<file path="config.mk">
export PLATFORM = sky130hd
export DESIGN_NAME = sync_fifo_flags
export DESIGN_NICKNAME = d
export VERILOG_FILES = /design/src/rtl/sync_fifo_flags.sv
export SDC_FILE = /design/constraint.sdc
export NUM_CORES = 1
export LEC_CHECK = 0
export ABC_AREA = 0
export CAP_MARGIN = 20
export CORE_ASPECT_RATIO = 0.9
export CORE_MARGIN = 10
export CORE_UTILIZATION = 59
export DETAILED_ROUTE_END_ITERATION = 16
export GPL_TIMING_DRIVEN = 1
export PLACE_DENSITY_LB_ADDON = 0.15
export SYNTH_ARGS = -nofsm -noshare
export SYNTH_HDL_FRONTEND = slang
export SYNTH_SLANG_ARGS = --single-unit
</file>
<file path="constraint.sdc">
create_clock -name clk -period 4.15 [get_ports clk]
set_clock_uncertainty 0.05 [all_clocks]
set_input_delay 1.0375 -clock clk [delete_from_list [all_inputs] [get_ports clk]]
set_output_delay 1.0375 -clock clk [all_outputs]
set_load 0.01 [all_outputs]
</file>
<file path="src/rtl/sync_fifo_flags.sv">
// Single-clock FIFO with occupancy count, registered threshold flags, sticky
// overflow/underflow errors, synchronous flush and a standard or FWFT read port.
module sync_fifo_flags #(
    parameter int WIDTH     = 8,
    parameter int LOG2DEPTH = 4,
    parameter int AF_THRESH = (2 ** LOG2DEPTH) - 2,
    parameter int AE_THRESH = 2,
    parameter bit FWFT      = 1'b0
) (
    input  logic                 clk,
    input  logic                 rst,
    input  logic                 flush,
    input  logic                 wr_en,
    input  logic [WIDTH-1:0]     din,
    input  logic                 rd_en,
    output logic [WIDTH-1:0]     dout,
    output logic                 dout_valid,
    output logic                 full,
    output logic                 empty,
    output logic                 almost_full,
    output logic                 almost_empty,
    output logic [LOG2DEPTH:0]   count,
    output logic                 overflow,
    output logic                 underflow,
    input  logic                 clr_err
);

    localparam int DEPTH = 2 ** LOG2DEPTH;
    localparam int CW    = LOG2DEPTH + 1;

    localparam logic [CW-1:0]        DEPTH_C = CW'(DEPTH);
    localparam logic [CW-1:0]        AF_C    = CW'(AF_THRESH);
    localparam logic [CW-1:0]        AE_C    = CW'(AE_THRESH);
    localparam logic [CW-1:0]        CNT_ONE = CW'(1);
    localparam logic [LOG2DEPTH-1:0] PTR_ONE = LOG2DEPTH'(1);

    logic [WIDTH-1:0]     mem [DEPTH];
    logic [LOG2DEPTH-1:0] wp;
    logic [LOG2DEPTH-1:0] rp;
    logic [CW-1:0]        count_r;
    logic [CW-1:0]        count_nxt;
    logic                 full_r;
    logic                 empty_r;
    logic                 af_r;
    logic                 ae_r;
    logic                 ovf_r;
    logic                 udf_r;

    logic rd_acc;
    logic wr_acc;
    logic wr_err;
    logic rd_err;

    // Acceptance is decided on registered flags only, so no request input
    // reaches a flag through combinational logic. Flush suppresses both.
    always_comb begin
        rd_acc = rd_en & ~empty_r & ~flush;
        wr_acc = wr_en & (~full_r | rd_acc) & ~flush;
        wr_err = wr_en & ~wr_acc & ~flush;
        rd_err = rd_en & ~rd_acc & ~flush;
    end

    always_comb begin
        count_nxt = count_r;
        if (flush) begin
            count_nxt = '0;
        end else begin
            case ({wr_acc, rd_acc})
                2'b10:   count_nxt = count_r + CNT_ONE;
                2'b01:   count_nxt = count_r - CNT_ONE;
                default: count_nxt = count_r;
            endcase
        end
    end

    always_ff @(posedge clk) begin
        if (rst) begin
            wp      <= '0;
            rp      <= '0;
            count_r <= '0;
            full_r  <= 1'b0;
            empty_r <= 1'b1;
            af_r    <= 1'b0;
            ae_r    <= 1'b1;
        end else begin
            if (flush) begin
                wp <= '0;
                rp <= '0;
            end else begin
                if (wr_acc) wp <= wp + PTR_ONE;
                if (rd_acc) rp <= rp + PTR_ONE;
            end
            count_r <= count_nxt;
            full_r  <= (count_nxt == DEPTH_C);
            empty_r <= (count_nxt == '0);
            af_r    <= (count_nxt >= AF_C);
            ae_r    <= (count_nxt <= AE_C);
        end
    end

    // Errors stay set until cleared; a fresh error in the clearing cycle wins.
    always_ff @(posedge clk) begin
        if (rst) begin
            ovf_r <= 1'b0;
            udf_r <= 1'b0;
        end else begin
            ovf_r <= (ovf_r & ~clr_err) | wr_err;
            udf_r <= (udf_r & ~clr_err) | rd_err;
        end
    end

    // Storage is deliberately not reset.
    always_ff @(posedge clk) begin
        if (wr_acc && !rst) mem[wp] <= din;
    end

    generate
        if (FWFT) begin : g_fwft
            // Head word is presented directly; zero while empty so the port
            // reads 0 out of reset rather than stale storage.
            assign dout       = empty_r ? '0 : mem[rp];
            assign dout_valid = ~empty_r;
        end else begin : g_std
            logic [WIDTH-1:0] dout_r;
            logic             dout_valid_r;

            always_ff @(posedge clk) begin
                if (rst) begin
                    dout_r       <= '0;
                    dout_valid_r <= 1'b0;
                end else begin
                    if (rd_acc) dout_r <= mem[rp];
                    dout_valid_r <= rd_acc;
                end
            end

            assign dout       = dout_r;
            assign dout_valid = dout_valid_r;
        end
    endgenerate

    assign count        = count_r;
    assign full         = full_r;
    assign empty        = empty_r;
    assign almost_full  = af_r;
    assign almost_empty = ae_r;
    assign overflow     = ovf_r;
    assign underflow    = udf_r;

endmodule

</file>
# Word-level counts from Yosys, hierarchy flattened
# Memory sizes are Yosys's and may differ from the RTL's. A register that Yosys moved wholly into a read port is not among the register bits.
# Cells that the tools add are included.
[word_totals]
ff_bits = 20
latchBits = 0
ramBits = 128
rom_bits = 0
input_bits = 14
out_inout_bits = 20
wordCells = 47
n_memories = 1
[memory_table]
columns = ["memory", "words", "word_bits", "rd", "rd_clocked_by_memory_dff", "write_ports", "line_no", "source"]
rows = [
  ["mem", 16, 8, 1, 1, 1, "37", "logic [WIDTH-1:0] mem [DEPTH];"],
]
[classes]
add_sub_neg = 4
n_mul = 0
div_mod_pow = 0
n_lt_le_gt_ge = 2
eq_ne = 3
shift = 0
mux = 4
bitwise_logic = 19
reduce_logical = 4
[op_table]
columns = ["cell", "n"]
rows = [
  ["$and A1 B1 Y1", 10],
  ["$pmux W5 S2", 1],
  ["$add A4 B1 Y4 const B", 2],
  ["$not A1 Y1", 6],
  ["$add A5 B1 Y5 const B", 1],
  ["$eq A5 B5 Y1 const B", 1],
  ["$ge A5 B4 Y1 const B", 1],
  ["$le A5 B2 Y1 const B", 1],
  ["$logic_not A5 Y1", 1],
  ["$mux W5", 1],
  ["$sub A5 B1 Y5 const B", 1],
  ["$or A1 B1 Y1", 3],
  ["$eq A2 B1 Y1 const B", 1],
  ["$eq A2 B2 Y1 const B", 1],
  ["$mux W1", 2],
  ["$reduce_or A2 Y1", 1],
  ["$logic_and A1 B1 Y1", 1],
  ["$logic_not A1 Y1", 1],
]

# Depth between registers and ports, before layout
# Gate-level depths: netlist (run 1).
[depth]
ltp_word = 10
ltp_mapped = 12
depth_no_buf = 11

# Worst setup path before layout (run 1)
# OpenSTA, ideal clock, no wires.
[synth_path]
path_kind = "in2reg"
startpoint = "in wr_en"
endpoint = "reg af_r (netlist: almost_full)"
setup_ns = 0.069
t_arrival_ns = 3.359
required_ns = 4.031
slack_ns = 0.672
cell_stages = 12
path_buffers = 1
cell_sequence = "nor2b_1 a21boi_1 inv_1 ha_1 buf_2 xor2_1 ha_1 a21oi_1 mux2i_1 xor2_1 or4_1 o21ai_1"
[synth_via]
elab_chain_cells = 6
word_cells_on_any_way = 7
classes_between = "order compare (1); eq/ne (2); mux (2); bitwise (2)"
[synth_rtl]
columns = ["item", "line_no", "source"]
rows = [
  ["start: declaration", "13", "input logic wr_en,"],
  ["$and A1 B1 Y1 (*) (2 in a row)", "58", "wr_acc = wr_en & (~full_r | rd_acc) & ~flush;"],
  ["$eq A2 B1 Y1 / $eq A2 B2 Y1 (equally long branches)", "68", "case ({wr_acc, rd_acc})"],
  ["$pmux W5 S2 (*)", "68", ""],
  ["$mux W5 (*)", "65", "if (flush) begin"],
  ["$ge A5 B4 Y1 (*)", "96", "af_r <= (count_nxt >= AF_C);"],
  ["end signal: assignment", "96", ""],
  ["end: declaration", "44", "logic af_r;"],
]
# Mark *: on every way between the ends. The rest lies on a longest branch, timed or not.
# A chain may end at the register's enable or synchronous reset.

# Worst setup path after layout (run 1)
[layout_path]
startpoint = "in flush"
endpoint = "reg empty_r (netlist: empty)"
[layout_via]
elab_chain_cells = 9
word_cells_on_any_way = 10
classes_between = "eq/ne (2); mux (2); bitwise (5); reduce/logical (1)"
[layout_rtl]
columns = ["item", "line_no", "source"]
rows = [
  ["start: declaration", "12", "input logic flush,"],
  ["$not A1 Y1", "57, 58", ""],
  ["$and A1 B1 Y1", "57", "rd_acc = rd_en & ~empty_r & ~flush;"],
  ["$or A1 B1 Y1", "58", ""],
  ["$and A1 B1 Y1 (2 in a row)", "58", ""],
  ["$eq A2 B1 Y1 / $eq A2 B2 Y1 (equally long branches)", "68", ""],
  ["$pmux W5 S2", "68", ""],
  ["$mux W5 (*)", "65", ""],
  ["$logic_not A5 Y1 (*)", "95", "empty_r <= (count_nxt == '0);"],
  ["end signal: assignment", "95", ""],
  ["end: declaration", "43", "logic empty_r;"],
]
# Marked as above.

==> qor.yml, run 1 <==
global_routing:
  overflow: 0
  grt_pass1_wl_um: 19200
  grt_pass1_vias: 3392
  grtUsageTotal: 0.168
  antenna_found_initial: 0
  grt_max_degree: 36
detailed_routing:
  wl_per_cell_um: 21.9
  vias: 3275
  drtIter0Drc: 369
  antenna_left: 0
  routed_wl_um: 12200
  drc: 0
  dr.pass1.iters: 4
  vias_per_cell: 5.85
run_status:
  status: "completed"
layout:
  diodes: 0
  stdcell_count: 560
  areaGrowthSynthToFinish_pct: 17.6
  layout_commonest_cell: "edfxtp_1"
  postLayoutCellArea_um2: 7360
  fill_cells: 638
  nets: 440
  drive_above_1_share: 0.218
  final_cell_mix: "edfxtp_1 (128), nor2_1 (40), clkdlybuf4s50_1 (33)"
synthesis:
  avgSynthCellArea_um2: 17.1
  synth_top_family_by_area: "multiplexers"
  yosysWarningCount: 0
  syn_area_um2: 6260
  synth_xor_area_frac: 0.0140
  seq_area_frac_synth: 0.704
  synth_compound_area_frac: 0.0410
  synthSimpleGateAreaFrac: 0.0692
  synth_fa_ha_area_frac: 0.0160
  synth_edf_count: 128
  async_flop_share: 0
  synthCells: 365
  syn-num-nets: 387
  ys_ff_latch: 156
  synthMuxAreaShare: 0.131
  synth_cell_types: 43
  synth-main-ff-cell: "edfxtp_1"
sta:
  rsz0062_at_grt: "false"
  finalSetupTns_ns: 0
  max_slew_margin: 0.531
  fin_crit_sh: 0.826
  period_minus_slack_ns: 3.43
  hold_viol_final: 0
  tightestPinTransition_ns: 0.701
  fmax_ghz: 0.292
  finalSetupViolations: 0
  slew_violations: 0
clocking:
  clock-root-buffer: "clkbuf_16"
  clock_path_buffers: 2
  cts_max_level: 4
  cts_sinks: 156
  tritoncts: "built"
  hold_buffers: 0
  path_clk_slew_ns: 0.06
  cts_resized: 0
  postCtsSetupRepairBufs: 0
  cts_made_buffers: 17
  clock_latency_ns: 0.41
floorplanning:
  dieArea_um2: 15100
  die-height_um: 118
  die_w_um: 129
  coreArea_um2: 10300
  start_util: 0.608
  rows: 35
  ioPinCount: 34
power:
  seqPwrFrac: 0.521
  p_leak_nw: 2.41
  netSwitchingPower_w: 0.000622
  internal_power_w: 0.00265
  pwr_density_cell_nw_per_um2: 444
  p_clk_frac: 0.454
  swShare: 0.190
  combinationalPowerShare: 0.025
  vdd_drop_max_mv: 0.389
worst_setup_path:
  crit_path_start: "flush"
  cp_max_fo: 5
  criticalPathCategory: "in2reg"
  cp-start-kind: "input port"
  reg2reg_from: "empty$_SDFF_PP1_"
  required_ns: 4.40
  crit_arrival_ns: 3.68
  crit_path_end_kind: "register"
run:
  drv_cap: 0
worst_hold_path:
  min-delay-path-class: "reg2reg"
  hp-start: "overflow$_SDFF_PP0_"
placed_design:
  hpwl_um: 8090
  place.gp.congestion: 0.828
  dp.cells: 528
  dpl_cell_area_um2: 6780
  numPortBuffers: 33
==> cell type report <==
type,count,area (um^2),area share
Sequential cell,156,4410,0.599
Clock inverter,11,118,0.0160
Multi-Input combinational cell,184,1700,0.231
Clock buffer,21,460,0.0626
Inverter,3,11.3,0.00153
Tap cell,129,161,0.0219
Timing Repair Buffer,56,503,0.0684
==> worst max-delay path, cell delays in order <==
cell	delay [ns]
clkdlybuf4s50_1	0.48
nor2b_1	0.17
a21boi_1	0.21
inv_1	0.08
ha_1	0.20
xor2_1	0.16
ha_1	0.21
a21o_2	0.13
a21oi_1	0.05
nor4_1	0.41
xnor2_1	0.22
a41o_2	0.30
==> synth_stat cells (all sizes together) (2+ instances only) <==
master	count	area, um^2
a21oi	6	30.0
a22oi	16	120
a41o	2	22.5
buf	16	121
clkbuf	6	23.8
dfxtp	28	561
edfxtp	128	3840
ha	8	100
inv	3	11.3
mux2i	10	100
mux4	32	721
nand2	19	71.3
nand2b	5	31.3
nand3b	2	15.0
nand4	2	12.5
nor2	40	150
nor2b	6	37.5
nor3	7	35.0
o21ai	2	10.0
xnor2	3	26.3
xor2	7	61.3
==> power by group through the flow <==
stage | combinational [W] | sequential, W | clock, W
floorplan | 0.0000372 | 0.00174 | 0
global placement | 0.0000787 | 0.00174 | 0
detailed placement | 0.0000823 | 0.00174 | 0
CTS | 0.0000828 | 0.00170 | 0.00151
global route | 0.0000898 | 0.00170 | 0.00158
finish | 0.0000821 | 0.00170 | 0.00148
==> metal layers <==
layer | track usage | vias up | share of wire
met2 | 0.255 | 120 | 0.49
met1 | 0.233 | 1610 | 0.43
li1 | - | 1530 | -
met4 | 0.0508 | 0 | 0.015
met5 | 0 | - | 0
met3 | 0.0437 | 15 | 0.061
==> cell families after synthesis <==
group / Yosys count
AOI/OAI and AO/OA: 34
xor gates and xnor gates: 10
adders and majority gates: 8
buffers and inverters: 25
DFF: 156
muxes: 42
and+or+nand+nor: 90
==> per-stage QoR <==
stage          power, W  utilization  hold slack, ns  setup WS, ns
4_1_cts         0.00329        0.715           0.429         0.765
5_1_grt         0.00337        0.715           0.461         0.602
6_report        0.00327        0.715           0.427         0.722
3_5_place_dp    0.00182        0.659           0.420         0.326
2_1_floorplan   0.00177            -           0.439         0.672
3_3_place_gp    0.00181        0.659           0.410         0.457
==> sequential cells by signal, summed over array words and instances (netlist names), 4 cells and up <==
register / flops
count: 5
dout: 8
wp: 4
mem: 128
rp: 4
==> worst paths after layout <==
check	depth (start not counted)	end	slack [ns]
worst min-delay path	2	overflow$_SDFF_PP0_	0.43
worst min register to register	2	overflow$_SDFF_PP0_	0.43
worst max-delay path	12	empty$_SDFF_PP1_	0.72
worst max register to register	11	empty$_SDFF_PP1_	1.54
(Power assumes the default switching activity.)
==> run 2, diff against run 1 <==
CORE_UTILIZATION = 53   (was 59)
clock period = 2.9 ns   (was 4.15 ns; I/O delays follow)
==> run 2 against run 1 <==
Net effect: clock power is 34% higher; worst setup slack worse by 0.66 ns; hold slack worse by 0.0071 ns; sequential cell count stayed put; combinational power is 63% higher; sequential share of layout area is 2.0 points lower; global-route usage is 0.71 points lower; non-clock buffer count is 21 higher; core utilization is 5.2 points lower; register-to-register slack worse by 1.1 ns; first-iteration DRC count is 1.9% lower; critical path depth is 1 lower.
==> qor.yml, run 2 (synthesized netlist as in run 1, its figures left out) <==
floorplanning:
  dieArea_um2: 16600  # +9.4%
  rows: 37  # +5.7%
  start_util: 0.545  # -0.0630
  die_w_um: 135  # +4.7%
  die-height_um: 123  # +4.6%
  ioPinCount: 34  # unchanged
  coreArea_um2: 11500  # +12%
global_routing:
  overflow: 0  # unchanged
  grt_pass1_vias: 3394  # +0.059%
  grt_pass1_wl_um: 19800  # +3.5%
  grt_max_degree: 36  # unchanged
  grtUsageTotal: 0.161  # -0.00708
  antenna_found_initial: 0  # unchanged
clocking:
  clock_latency_ns: 0.41  # about the same
  cts_sinks: 156  # unchanged
  clock_path_buffers: 2  # unchanged
  clock-root-buffer: "clkbuf_16"
  tritoncts: "built"
  cts_max_level: 4  # unchanged
  hold_buffers: 0  # unchanged
  cts_made_buffers: 17  # unchanged
  path_clk_slew_ns: 0.06  # about the same
worst_setup_path:
  required_ns: 3.21  # -1.19 ns
  crit_path_end_kind: "register"
  crit_arrival_ns: 3.15  # -0.53 ns
  cp_max_fo: 8  # +3
  cp-start-kind: "input port"
  criticalPathCategory: "in2reg"
layout:
  drive_above_1_share: 0.270  # +0.0518
  areaGrowthSynthToFinish_pct: 21.6
  regMostFlops: "mem"
  nets: 461  # +4.8%
  layout_commonest_cell: "edfxtp_1"
  regArea_um2: 4410  # unchanged
  largest_register_ffs: 128  # unchanged
  multi_input_area_um2: 1780  # +4.6%
  final_cell_mix: "edfxtp_1 (128), buf_4 (41), nor2_1 (40)"
  fill_cells: 848  # +33%
  postLayoutCoreUtil: 0.663  # -0.0521
  diodes: 0  # unchanged
sta:
  finalSetupViolations: 0  # unchanged
  hold_viol_final: 0  # unchanged
  fmax_ghz: 0.352
  max_slew_margin: 0.534  # +0.00215
  period_minus_slack_ns: 2.84
  fin_crit_sh: 0.979
  tightestPinTransition_ns: 0.698  # -0.00246 ns
  slew_violations: 0  # unchanged
  finalSetupTns_ns: 0  # unchanged
  worst_slack_ns: 0.0605  # -0.661 ns
  hold_slack_ns: 0.420  # -0.00710 ns
run_status:
  status: "completed"
power:
  power_w: 0.00456  # +40%
  pwr_density_cell_nw_per_um2: 599  # +35%
  vdd_drop_max_mv: 0.499  # +28%
  p_leak_nw: 2.52  # +4.4%
detailed_routing:
  drc: 0  # unchanged
  antenna_left: 0  # unchanged
  wl_per_cell_um: 21.1  # -3.3%
  dr.pass1.iters: 5  # +1
  routed_wl_um: 12800  # +4.9%
  drtIter0Drc: 362  # -1.9%
  vias_per_cell: 5.67  # -3.0%
  vias: 3450  # +5.3%
placed_design:
  numPortBuffers: 33  # unchanged
  place.gp.congestion: 0.759  # -8.2%
  preCtsSetupSlack_ns: -0.590  # -0.916 ns
  hpwl_um: 8490  # +4.9%
worst_hold_path:
  min-delay-path-class: "reg2reg"
run:
  drv_cap: 0  # unchanged
-- run 2: cell count changes in the layout (fill, tap and decap cells not counted), moves of 2 or more --
cell | before | now
a21oi_2 | 0 | 2
clkdlybuf4s50_1 | 33 | 31
dlymetal6s2s_1 | 0 | 2
ha_2 | 0 | 2
clkinv_1 | 0 | 5
clkinv_2 | 5 | 3
clkbuf_8 | 2 | 0
ha_1 | 8 | 5
buf_4 | 23 | 41
a21oi_1 | 6 | 4
-- run 2: routing by layer --
| layer | up-vias | track usage | part of all wire |
|---|---|---|---|
| met2 | 96 | 0.241 | 0.48 |
| met4 | 0 | 0.0550 | 0.0083 |
| met1 | 1778 | 0.223 | 0.46 |
| met3 | 9 | 0.0458 | 0.056 |
| li1 | 1567 | - | - |
| met5 | - | 0 | 0 |
-- run 2: through the flow --
step / instance area [um^2] / cells
finish: 7610 / 608
global route: 7610 / 608
CTS: 7530 / 605
detailed placement: 6980 / 573
global placement: 6980 / 573
floorplan: 6290 / 365
-- run 2: report_power, final --
| part | leakage, nW | switching (W) | internal (W) |
|---|---|---|---|
| Sequential | 1.38 | 0.00000676 | 0.00243 |
| Clock | 0.253 | 0.000827 | 0.00116 |
| Combinational | 0.888 | 0.0000733 | 0.0000612 |
| Total | 2.52 | 0.000907 | 0.00365 |
-- run 2: path summary, 6_finish.rpt --
path | start | to | slack (ns) | depth (start not counted)
worst max register to register | empty$_SDFF_PP1_ | empty$_SDFF_PP1_ | 0.44 | 10
worst min-delay path | overflow$_SDFF_PP0_ | overflow$_SDFF_PP0_ | 0.42 | 2
worst min register to register | overflow$_SDFF_PP0_ | overflow$_SDFF_PP0_ | 0.42 | 2
worst max-delay path | wr_en | empty$_SDFF_PP1_ | 0.06 | 11
-- run 2: cell type report --
| cell class | count | area share |
|---|---|---|
| Clock inverter | 14 | 0.0136 |
| Sequential cell | 156 | 0.579 |
| Clock buffer | 18 | 0.0564 |
| Tap cell | 156 | 0.0256 |
| Inverter | 3 | 0.00148 |
| Timing Repair Buffer | 77 | 0.0906 |
| Multi-Input combinational cell | 184 | 0.233 |
-- run 2: worst max-delay path, cell delays in order --
cell and delay [ns]:
clkdlybuf4s50_1 0.48, nor2b_4 0.15, a21boi_4 0.18, inv_2 0.07, ha_4 0.16, buf_6 0.13, a211o_1 0.28, a311o_1 0.37
a32oi_2 0.25, buf_4 0.17, a41o_2 0.18
-- run 2: timing repair --
action	4_1_cts	5_1_grt
resized for setup	3	13
pin swaps	0	9
buffers inserted	0	4
setup endpoints to repair	4	4
gates cloned	0	0
==> run 3, diff against run 2 <==
--- a/config.mk
+++ b/config.mk
@@ -11,4 +11,5 @@
 export CORE_MARGIN = 10
 export CORE_UTILIZATION = 53
+export CTS_CLUSTER_SIZE = 28
 export DETAILED_ROUTE_END_ITERATION = 16
 export GPL_TIMING_DRIVEN = 1
==> constraint.sdc (replaced) <==
create_clock -name clk -period 2.9 [get_ports clk]
set_clock_uncertainty 0.05 [all_clocks]
set_input_delay 0.435 -clock clk [delete_from_list [all_inputs] [get_ports clk]]
set_output_delay 0.435 -clock clk [all_outputs]
set_load 0.01 [all_outputs]
==> run 3 against run 2 <==
Net effect: final area shrank 1.4%; global-route usage grew 0.27 points; worst setup slack gained 0.16 ns; routed wire length shrank 2.6%; largest cell class unchanged; highest routed layer unchanged.
==> qor.yml, run 3 (synthesized netlist as in run 1, its figures left out) <==
global_routing:
  use_met3: 0.0434  # -0.00243
  grt_max_degree: 36  # unchanged
  grt_pass1_wl_um: 20100  # +1.4%
  grt_pass1_vias: 3537  # +4.2%
  met2_usage: 0.250  # +0.00924
  grt-busiest-layer: "met2"
  overflow: 0  # unchanged
  grt_use_met1: 0.219  # -0.00416
  antenna_found_initial: 0  # unchanged
  grtUsageTotal: 0.164  # +0.00270
clocking:
  path_clk_slew_ns: 0.06  # about the same
  tritoncts: "built"
  cts_made_buffers: 17  # unchanged
  cts_sinks: 156  # unchanged
  clock_path_buffers: 2  # unchanged
  clock-root-buffer: "clkbuf_16"
  hold_buffers: 0  # unchanged
  cts_max_level: 4  # unchanged
  clock_latency_ns: 0.42  # about the same
placed_design:
  dp.cells: 574  # +0.17%
  preCtsSetupSlack_ns: -0.227  # +0.364 ns
  hpwl_um: 8500  # about the same
  numPortBuffers: 33  # unchanged
  place.gp.congestion: 0.841  # +11%
sta:
  fin_crit_sh: 0.924  # -0.0550
  tightestPinTransition_ns: 0.724  # +0.0259 ns
  finalSetupViolations: 0  # unchanged
  period_minus_slack_ns: 2.68  # -0.160 ns
  slew_violations: 0  # unchanged
  rsz0062_at_grt: "false"
  fmax_ghz: 0.373  # +6.0%
  max_slew_margin: 0.516  # -0.0173
  hold_viol_final: 0  # unchanged
  worst_slack_ns: 0.220  # +0.160 ns
run:
  drv_cap: 0  # unchanged
layout:
  drive_above_1_share: 0.241  # -0.0294
  final_cell_mix: "edfxtp_1 (128), buf_4 (42), nor2_1 (40)"
  regMostFlops: "mem"
  nets: 459  # -0.43%
  areaGrowthSynthToFinish_pct: 19.9
  diodes: 0  # unchanged
  postLayoutCoreUtil: 0.653  # -0.00948
  largest_register_ffs: 128  # unchanged
  stdcell_count: 605  # -0.49%
  layout_commonest_cell: "edfxtp_1"
detailed_routing:
  antenna_left: 0  # unchanged
  vias_per_cell: 5.54  # -2.3%
  wl_per_cell_um: 20.7  # -2.1%
  drtIter0Drc: 358  # -1.1%
  dr.pass1.iters: 4  # -1
  vias: 3354  # -2.8%
  drc: 0  # unchanged
  routed_wl_um: 12500  # -2.6%
floorplanning:
  die_w_um: 135  # unchanged
  ioPinCount: 34  # unchanged
  die-height_um: 123  # unchanged
  dieArea_um2: 16600  # unchanged
  rows: 37  # unchanged
  coreArea_um2: 11500  # unchanged
  start_util: 0.545  # unchanged
power:
  p_clk_frac: 0.444  # +0.008
  swShare: 0.190  # -0.00853
  netSwitchingPower_w: 0.000876  # -3.4%
  internal_power_w: 0.00373  # +2.0%
  seqPwrFrac: 0.529  # -0.005
  p_leak_nw: 2.49  # -1.2%
  combinationalPowerShare: 0.027  # -0.002
  vdd_drop_max_mv: 0.424  # -15%
  pwr_density_cell_nw_per_um2: 614  # +2.4%
worst_setup_path:
  cp-start-kind: "input port"
  cp_max_fo: 3  # -5
  criticalPathCategory: "in2reg"
  required_ns: 3.20  # about the same
  crit_arrival_ns: 2.98  # -0.17 ns
  crit_path_end_kind: "register"
run_status:
  status: "completed"
worst_hold_path:
  min-delay-path-class: "reg2reg"
## run 3: changes by cell type in the layout (fill, tap and decap cells not counted), sizes merged
cell / before / now
buf: 44 / 42
clkbuf: 18 / 20
clkdlybuf4s50: 31 / 33
clkinvlp: 3 / 1
dlymetal6s2s: 2 / 0
bufinv: 1 / 2
clkinv: 9 / 8
inv: 4 / 3
## run 3: layout make-up
cell class | count | area, um^2
multi-input cells | 184 | 1700
repair buffers | 75 | 646
fillers | 867 | 3980
well taps | 156 | 195
clock buffers | 20 | 437
flip-flops and latches | 156 | 4410
inverters | 3 | 11.3
clock inverters | 11 | 103
## run 3: path summary, 6_finish.rpt
path	slack [ns]	to	depth (start not counted)	from
setup / recovery	0.22	almost_full$_SDFF_PP0_	12	wr_en
hold reg to reg	0.44	underflow$_SDFF_PP0_	2	underflow$_SDFF_PP0_
hold / removal	0.44	underflow$_SDFF_PP0_	2	underflow$_SDFF_PP0_
setup reg to reg	0.38	almost_full$_SDFF_PP0_	11	empty$_SDFF_PP1_
## run 3: power groups by stage
| stage | logic [W] | registers (W) | clock network [W] |
|---|---|---|---|
| after CTS | 0.000124 | 0.00244 | 0.00208 |
| after detailed placement | 0.000123 | 0.00248 | 0 |
| after floorplan | 0.0000532 | 0.00248 | 0 |
| final | 0.000123 | 0.00244 | 0.00204 |
| after global routing | 0.000136 | 0.00244 | 0.00218 |
| after global placement | 0.000120 | 0.00248 | 0 |
## run 3: metrics by stage
step / area, um^2 / hold slack (ns) / setup TNS [ns] / power, W
after detailed placement: 6960 / 0.409 / -1.09 / 0.00261
after floorplan: 6260 / 0.439 / 0 / 0.00254
after global placement: 6960 / 0.406 / -0.812 / 0.00260
after global routing: 7500 / 0.466 / 0 / 0.00475
final: 7500 / 0.435 / 0 / 0.00460
after CTS: 7490 / 0.433 / 0 / 0.00464
## run 3: worst max-delay path: stages
cell and delay, ns:
clkdlybuf4s50_1 0.45, nor2b_1 0.15, a21boi_1 0.22, inv_1 0.08, ha_1 0.21, xor2_1 0.17, ha_1 0.23, a21oi_1 0.15
mux2i_1 0.23, xor2_1 0.11, or4_1 0.47, o21ai_1 0.08
## run 3: timing repair
| item | 4_1_cts | 5_1_grt |
|---|---|---|
| gates resized for setup | 0 | 1 |
| buffers inserted | 0 | 0 |
| endpoints found under the hold margin | 0 | 0 |
| endpoints found under the setup margin | 0 | 5 |
## run 3: layer usage
layer / share of wire / routed length, um
met4: 0.016 / 195
met1: 0.45 / 5590
met5: 0 / 0
met3: 0.069 / 858
met2: 0.47 / 5870
